==> config.mk <==
export PLATFORM = sky130hd
export DESIGN_NAME = axil_rr_arbiter
export DESIGN_NICKNAME = d
export VERILOG_FILES = /design/src/rtl/axil_pkg.sv /design/src/rtl/rr_arb2.sv /design/src/rtl/axil_rr_arbiter.sv
export SDC_FILE = /design/constraint.sdc
export NUM_CORES = 1
export LEC_CHECK = 0
export CAP_MARGIN = 20
export CORE_AREA = 4 4 177 179
export DETAILED_ROUTE_END_ITERATION = 16
export DIE_AREA = 0 0 181 183
export MAX_ROUTING_LAYER = met4
export PLACE_DENSITY = 0.38
export REMOVE_ABC_BUFFERS = 1
export SYNTH_ARGS = -nofsm -noshare
export SYNTH_HDL_FRONTEND = slang
export SYNTH_SLANG_ARGS = --single-unit
==> constraint.sdc <==
create_clock -name clk_i -period 4.05 [get_ports clk_i]
set_clock_uncertainty 0.2 [all_clocks]
set_input_delay 0.81 -clock clk_i [delete_from_list [all_inputs] [get_ports clk_i]]
set_output_delay 0.81 -clock clk_i [all_outputs]
set_load 0.03 [all_outputs]
==> src/rtl/axil_pkg.sv <==
// rtl/axil_pkg.sv - AXI4-Lite configuration widths and request/response bundle types
package axil_pkg;

  localparam int AXI4L_CONF_ADDR_WIDTH = 32;
  localparam int AXI4L_CONF_DATA_WIDTH = 32;
  localparam int AXI4L_CONF_STRB_WIDTH = AXI4L_CONF_DATA_WIDTH / 8;

  localparam logic [1:0] AXIL_RESP_OKAY   = 2'b00;
  localparam logic [1:0] AXIL_RESP_SLVERR = 2'b10;

  typedef struct packed {
    logic                             aw_valid;
    logic [AXI4L_CONF_ADDR_WIDTH-1:0] aw_addr;
    logic [2:0]                       aw_prot;
    logic                             w_valid;
    logic [AXI4L_CONF_DATA_WIDTH-1:0] w_data;
    logic [AXI4L_CONF_STRB_WIDTH-1:0] w_strb;
    logic                             b_ready;
    logic                             ar_valid;
    logic [AXI4L_CONF_ADDR_WIDTH-1:0] ar_addr;
    logic [2:0]                       ar_prot;
    logic                             r_ready;
  } axil_req_t;

  typedef struct packed {
    logic                             aw_ready;
    logic                             w_ready;
    logic                             b_valid;
    logic [1:0]                       b_resp;
    logic                             ar_ready;
    logic                             r_valid;
    logic [AXI4L_CONF_DATA_WIDTH-1:0] r_data;
    logic [1:0]                       r_resp;
  } axil_rsp_t;

endpackage

==> src/rtl/rr_arb2.sv <==
// rtl/rr_arb2.sv - two-way round-robin grant with a last-grant register
module rr_arb2 (
  input  logic       clk_i,
  input  logic       rst_i,
  input  logic [1:0] req_i,
  input  logic       upd_i,
  input  logic       upd_idx_i,
  output logic       gnt_o
);

  logic last_q;
  logic last_d;

  always_comb begin
    last_d = last_q;
    if (upd_i) begin
      last_d = upd_idx_i;
    end
  end

  // Reset to 1 so master 0 wins the very first tie.
  always_ff @(posedge clk_i) begin
    if (rst_i) begin
      last_q <= 1'b1;
    end else begin
      last_q <= last_d;
    end
  end

  always_comb begin
    gnt_o = 1'b0;
    if (req_i == 2'b11) begin
      gnt_o = ~last_q;
    end else if (req_i[1]) begin
      gnt_o = 1'b1;
    end
  end

endmodule

==> src/rtl/axil_rr_arbiter.sv <==
// rtl/axil_rr_arbiter.sv - two-master AXI4-Lite arbiter, independent round-robin read and write paths
module axil_rr_arbiter
  import axil_pkg::*;
#(
  parameter int ADDR_WIDTH = AXI4L_CONF_ADDR_WIDTH,
  parameter int DATA_WIDTH = AXI4L_CONF_DATA_WIDTH
) (
  input  logic      clk_i,
  input  logic      rst_i,
  input  axil_req_t m0_req_i,
  output axil_rsp_t m0_rsp_o,
  input  axil_req_t m1_req_i,
  output axil_rsp_t m1_rsp_o,
  output axil_req_t s_req_o,
  input  axil_rsp_t s_rsp_i
);

  localparam int STRB_WIDTH = DATA_WIDTH / 8;

  typedef enum logic [1:0] {RD_IDLE, RD_ADDR, RD_DATA} rd_state_e;
  typedef enum logic [1:0] {WR_IDLE, WR_REQ, WR_RESP} wr_state_e;

  rd_state_e rd_state_q, rd_state_d;
  wr_state_e wr_state_q, wr_state_d;
  logic      rd_gnt_q, rd_gnt_d;
  logic      wr_gnt_q, wr_gnt_d;
  logic      aw_done_q, aw_done_d;
  logic      w_done_q, w_done_d;
  logic      rd_arb_gnt, wr_arb_gnt;
  logic      ar_hs, r_hs, aw_hs, w_hs, b_hs;

  axil_req_t rd_sel, wr_sel;
  axil_rsp_t rd_rsp, wr_rsp;

  logic [ADDR_WIDTH-1:0] ar_addr, aw_addr;
  logic [DATA_WIDTH-1:0] w_data, r_data;
  logic [STRB_WIDTH-1:0] w_strb;

  assign rd_sel = rd_gnt_q ? m1_req_i : m0_req_i;
  assign wr_sel = wr_gnt_q ? m1_req_i : m0_req_i;

  rr_arb2 u_rd_arb (
    .clk_i     (clk_i),
    .rst_i     (rst_i),
    .req_i     ({m1_req_i.ar_valid, m0_req_i.ar_valid}),
    .upd_i     (r_hs),
    .upd_idx_i (rd_gnt_q),
    .gnt_o     (rd_arb_gnt)
  );

  rr_arb2 u_wr_arb (
    .clk_i     (clk_i),
    .rst_i     (rst_i),
    .req_i     ({m1_req_i.aw_valid, m0_req_i.aw_valid}),
    .upd_i     (b_hs),
    .upd_idx_i (wr_gnt_q),
    .gnt_o     (wr_arb_gnt)
  );

  assign ar_hs = (rd_state_q == RD_ADDR) && rd_sel.ar_valid && s_rsp_i.ar_ready;
  assign r_hs  = (rd_state_q == RD_DATA) && s_rsp_i.r_valid && rd_sel.r_ready;
  assign aw_hs = (wr_state_q == WR_REQ) && !aw_done_q && wr_sel.aw_valid && s_rsp_i.aw_ready;
  assign w_hs  = (wr_state_q == WR_REQ) && !w_done_q && wr_sel.w_valid && s_rsp_i.w_ready;
  assign b_hs  = (wr_state_q == WR_RESP) && s_rsp_i.b_valid && wr_sel.b_ready;

  always_comb begin
    rd_state_d = rd_state_q;
    rd_gnt_d   = rd_gnt_q;
    case (rd_state_q)
      RD_IDLE: begin
        if (m0_req_i.ar_valid || m1_req_i.ar_valid) begin
          rd_gnt_d   = rd_arb_gnt;
          rd_state_d = RD_ADDR;
        end
      end
      RD_ADDR: if (ar_hs) rd_state_d = RD_DATA;
      RD_DATA: if (r_hs) rd_state_d = RD_IDLE;
      default: rd_state_d = RD_IDLE;
    endcase
  end

  always_comb begin
    wr_state_d = wr_state_q;
    wr_gnt_d   = wr_gnt_q;
    aw_done_d  = aw_done_q;
    w_done_d   = w_done_q;
    case (wr_state_q)
      WR_IDLE: begin
        if (m0_req_i.aw_valid || m1_req_i.aw_valid) begin
          wr_gnt_d   = wr_arb_gnt;
          wr_state_d = WR_REQ;
        end
      end
      WR_REQ: begin
        aw_done_d = aw_done_q | aw_hs;
        w_done_d  = w_done_q | w_hs;
        if (aw_done_d && w_done_d) wr_state_d = WR_RESP;
      end
      WR_RESP: begin
        if (b_hs) begin
          aw_done_d  = 1'b0;
          w_done_d   = 1'b0;
          wr_state_d = WR_IDLE;
        end
      end
      default: wr_state_d = WR_IDLE;
    endcase
  end

  always_ff @(posedge clk_i) begin
    if (rst_i) begin
      rd_state_q <= RD_IDLE;
      wr_state_q <= WR_IDLE;
      rd_gnt_q   <= 1'b0;
      wr_gnt_q   <= 1'b0;
      aw_done_q  <= 1'b0;
      w_done_q   <= 1'b0;
    end else begin
      rd_state_q <= rd_state_d;
      wr_state_q <= wr_state_d;
      rd_gnt_q   <= rd_gnt_d;
      wr_gnt_q   <= wr_gnt_d;
      aw_done_q  <= aw_done_d;
      w_done_q   <= w_done_d;
    end
  end

  assign ar_addr = rd_sel.ar_addr;
  assign aw_addr = wr_sel.aw_addr;
  assign w_data  = wr_sel.w_data;
  assign w_strb  = wr_sel.w_strb;
  assign r_data  = s_rsp_i.r_data;

  // Payloads always follow the current grantee; only valids/readies are gated,
  // and reset forces those low combinationally in the same cycle.
  always_comb begin
    s_req_o         = '0;
    rd_rsp          = '0;
    wr_rsp          = '0;
    s_req_o.ar_addr = ar_addr;
    s_req_o.ar_prot = rd_sel.ar_prot;
    s_req_o.aw_addr = aw_addr;
    s_req_o.aw_prot = wr_sel.aw_prot;
    s_req_o.w_data  = w_data;
    s_req_o.w_strb  = w_strb;
    rd_rsp.r_data   = r_data;
    rd_rsp.r_resp   = s_rsp_i.r_resp;
    wr_rsp.b_resp   = s_rsp_i.b_resp;
    if (!rst_i) begin
      case (rd_state_q)
        RD_ADDR: begin
          s_req_o.ar_valid = rd_sel.ar_valid;
          rd_rsp.ar_ready  = s_rsp_i.ar_ready;
        end
        RD_DATA: begin
          s_req_o.r_ready = rd_sel.r_ready;
          rd_rsp.r_valid  = s_rsp_i.r_valid;
        end
        default: ;
      endcase
      case (wr_state_q)
        WR_REQ: begin
          s_req_o.aw_valid = wr_sel.aw_valid & ~aw_done_q;
          s_req_o.w_valid  = wr_sel.w_valid & ~w_done_q;
          wr_rsp.aw_ready  = s_rsp_i.aw_ready & ~aw_done_q;
          wr_rsp.w_ready   = s_rsp_i.w_ready & ~w_done_q;
        end
        WR_RESP: begin
          s_req_o.b_ready = wr_sel.b_ready;
          wr_rsp.b_valid  = s_rsp_i.b_valid;
        end
        default: ;
      endcase
    end
    m0_rsp_o = (rd_gnt_q ? axil_rsp_t'('0) : rd_rsp) | (wr_gnt_q ? axil_rsp_t'('0) : wr_rsp);
    m1_rsp_o = (rd_gnt_q ? rd_rsp : axil_rsp_t'('0)) | (wr_gnt_q ? wr_rsp : axil_rsp_t'('0));
  end

endmodule

==> results.ini <==
[run_status]
outcome=finished clean

[timing]
finalCriticalPeriod_ns=3.62
max-slew-margin-rel_pct=50.1
fmax_ghz=0.276
setup_viol=0
rsz0062_at_grt=no
worst_pin_slew_ns=0.748
finalMaxSlewViolations=0
worst_slack_ns=0.433
min_period_over_period_pct=89.3
final_hold_viol_count=0

[power_and_ir_drop]
switching_share_pct=40.2
vdd_drop_max_mv=0.0938
clkPwrFrac_pct=14.9
power.switching_w=0.000543
p_comb_share_pct=75.3
p_int_w=0.000807
power_density_nw_per_um2=180
power_leakage_nw=2.68
seq_power_share_pct=9.8

[floorplanning]
coreArea_um2=29600
pin_count=458
die_h_um=183
die_w_um=181
start_util_pct=8.04
rows=63
die-area_um2=33100

[synthesis]
synth-async-reset-ratio_pct=0
synthAdderAreaFrac_pct=0
ys_ff_latch=10
synth_most_common_cell=mux2_2
synth_top_family_by_area=multiplexers
synth_xor_xnor_area_share_pct=0
synth_compound_area_share_pct=3.11
synth_area_leader_cell=mux2_2
synth_commonest_cells=mux2_2 (106), nor2b_1 (38), and2_1 (36)
synth.area.mux_share_pct=52.7
synth_cell_types=28
synth-seq-area-share_pct=8.42
synth_cells=283
syn-cell-area_um2=2380
yosysTopAreaCellShare_pct=50.2
yosys.area_share.simple_pct=30.6
avgSynthCellArea_um2=8.40
yosysWarnings=0
synth_area_leaders=mux2_2 (50%), nor2b_1 (10%), and2_1 (9.5%), dfxtp_1 (8.4%), buf_2 (2.7%)
synth_edf_count=0
synth_ff_type=dfxtp_1

[place]
place_inst=1111
gp_congestion=0.816
port_buffers=457
dp_slack_ns=0.450
hpwl_um=18400

[layout]
area_growth_pct=216
final-instance-count-excl-fill=1116
nFillCells=3227
drive_above_1_share_pct=17.4
nets=991

[min_path]
min_path_type=reg2reg
hp-start=u_wr_arb.last_q

[clocking]
cts_buffer_depth=2
post_cts_buffers=0
clock_latency_ns=0.24
cts-root-buf=clkbuf_16
cts_buffers=3
cts.sinks=10
htree_levels=1
ctsResizeCount=0
cts_tree=built
cts_hold_buf=0
clk_pin_slew_worst_paths_ns=0.05

[setup_path]
crit_fanout=14
cp-end-kind=output pin
cp.required_ns=3.04
rr_startpoint=rd_gnt_q
path_class=in2out
startpoint=rst_i
cp-start-kind=primary input
cp.arrival_ns=2.61

[route]
drt_pre_antenna_iters=4
drt_iter0_markers=91
wl_um=20600
drc_errors=0
viasPerCell=3.31
vias=3691
drt-wirelength-per-cell_um=18.4
drtAntennaViolNets=0

[job]
maxCapViolations=0

[grt]
overflow=0
grt_max_degree=61
antenna_found_initial=1
grt_pass1_vias=3881
track_usage_pct=11.7
grt_pass1_wl_um=27900

## path summary, 6_finish.rpt
path	end	slack, ns	cells after the start
min	u_wr_arb.last_q	0.28	2
max reg2reg	u_rd_arb.last_q	1.94	4
max	m1_rsp_o[35]	0.43	6
min reg2reg	u_wr_arb.last_q	0.28	2
## worst max-delay path, stage by stage
cell and delay (ns):
clkdlybuf4s50_1 0.40, buf_4 0.20, nor2_1 0.19, nand3_1 0.16
nor2_1 0.15, clkdlybuf4s50_1 0.69
## layer usage
layer	up-vias	track usage [%]	share of wire (%)
met5	-	-	0
met3	4	1.73	3.6
met4	0	1.44	0.49
met2	121	22.8	58
li1	1876	-	-
met1	1690	12.9	38
## stage by stage
stage | area, um^2 | hold WS [ns] | utilization (%) | total power (W) | TNS (ns)
CTS | 7510 | 0.284 | 25.4 | 0.00137 | 0
global route | 7510 | 0.332 | 25.4 | 0.00141 | 0
finish | 7510 | 0.283 | 25.4 | 0.00135 | 0
floorplan | 2270 | 0.248 | - | 0.000575 | -0.578
global placement | 7420 | 0.273 | 25.1 | 0.00117 | 0
detailed placement | 7420 | 0.271 | 25.1 | 0.00116 | 0
## placed cells by master (no fill, tap or decap), drive strengths merged
master         count
o21a               1
nand2b             1
and3               3
nand3b             2
and2              36
nand3              2
a211o              1
o31ai              1
a21oi              4
buf               11
nor3b              1
nand2             10
diode              1
nor2              16
mux2i              6
or3b               2
inv                3
mux2             106
nor4b              3
dfxtp             10
a32oi              2
nor2b             38
o22ai              2
and2b              1
clkbuf             4
clkdlybuf4s50    451
nor3               7
or3                1
## power by group through the flow
stage	logic [W]	clock network, W	registers, W
6_report	0.00102	0.000201	0.000132
4_1_cts	0.00103	0.000206	0.000133
2_1_floorplan	0.000439	0	0.000136
5_1_grt	0.00106	0.000213	0.000136
3_3_place_gp	0.00103	0	0.000136
3_5_place_dp	0.00102	0	0.000135
## flip-flops by register name, summed over array words and instances, names as in the netlist
signal and cells:
u_wr_arb.last_q 1, rd_state_q 2, u_rd_arb.last_q 1, wr_gnt_q 1, wr_state_q 2, aw_done_q 1
w_done_q 1, rd_gnt_q 1
## logic make-up after synthesis
family | Yosys count
compound gates | 11
buf+inv | 27
flops | 10
mux | 112
simple gates | 123
## cell type report
cell class                 count  area [um^2]  area share (%)
sequential                    10          208            2.76
tap                          390          488            6.49
multi-input combinational    246         2060            27.4
antenna                        1         2.50          0.0333
clock buffer                   4         88.8            1.18
timing repair buffer         462         4660            62.0
inverter                       3         11.3           0.150
No activity file was read; power rests on OpenSTA's default activity.
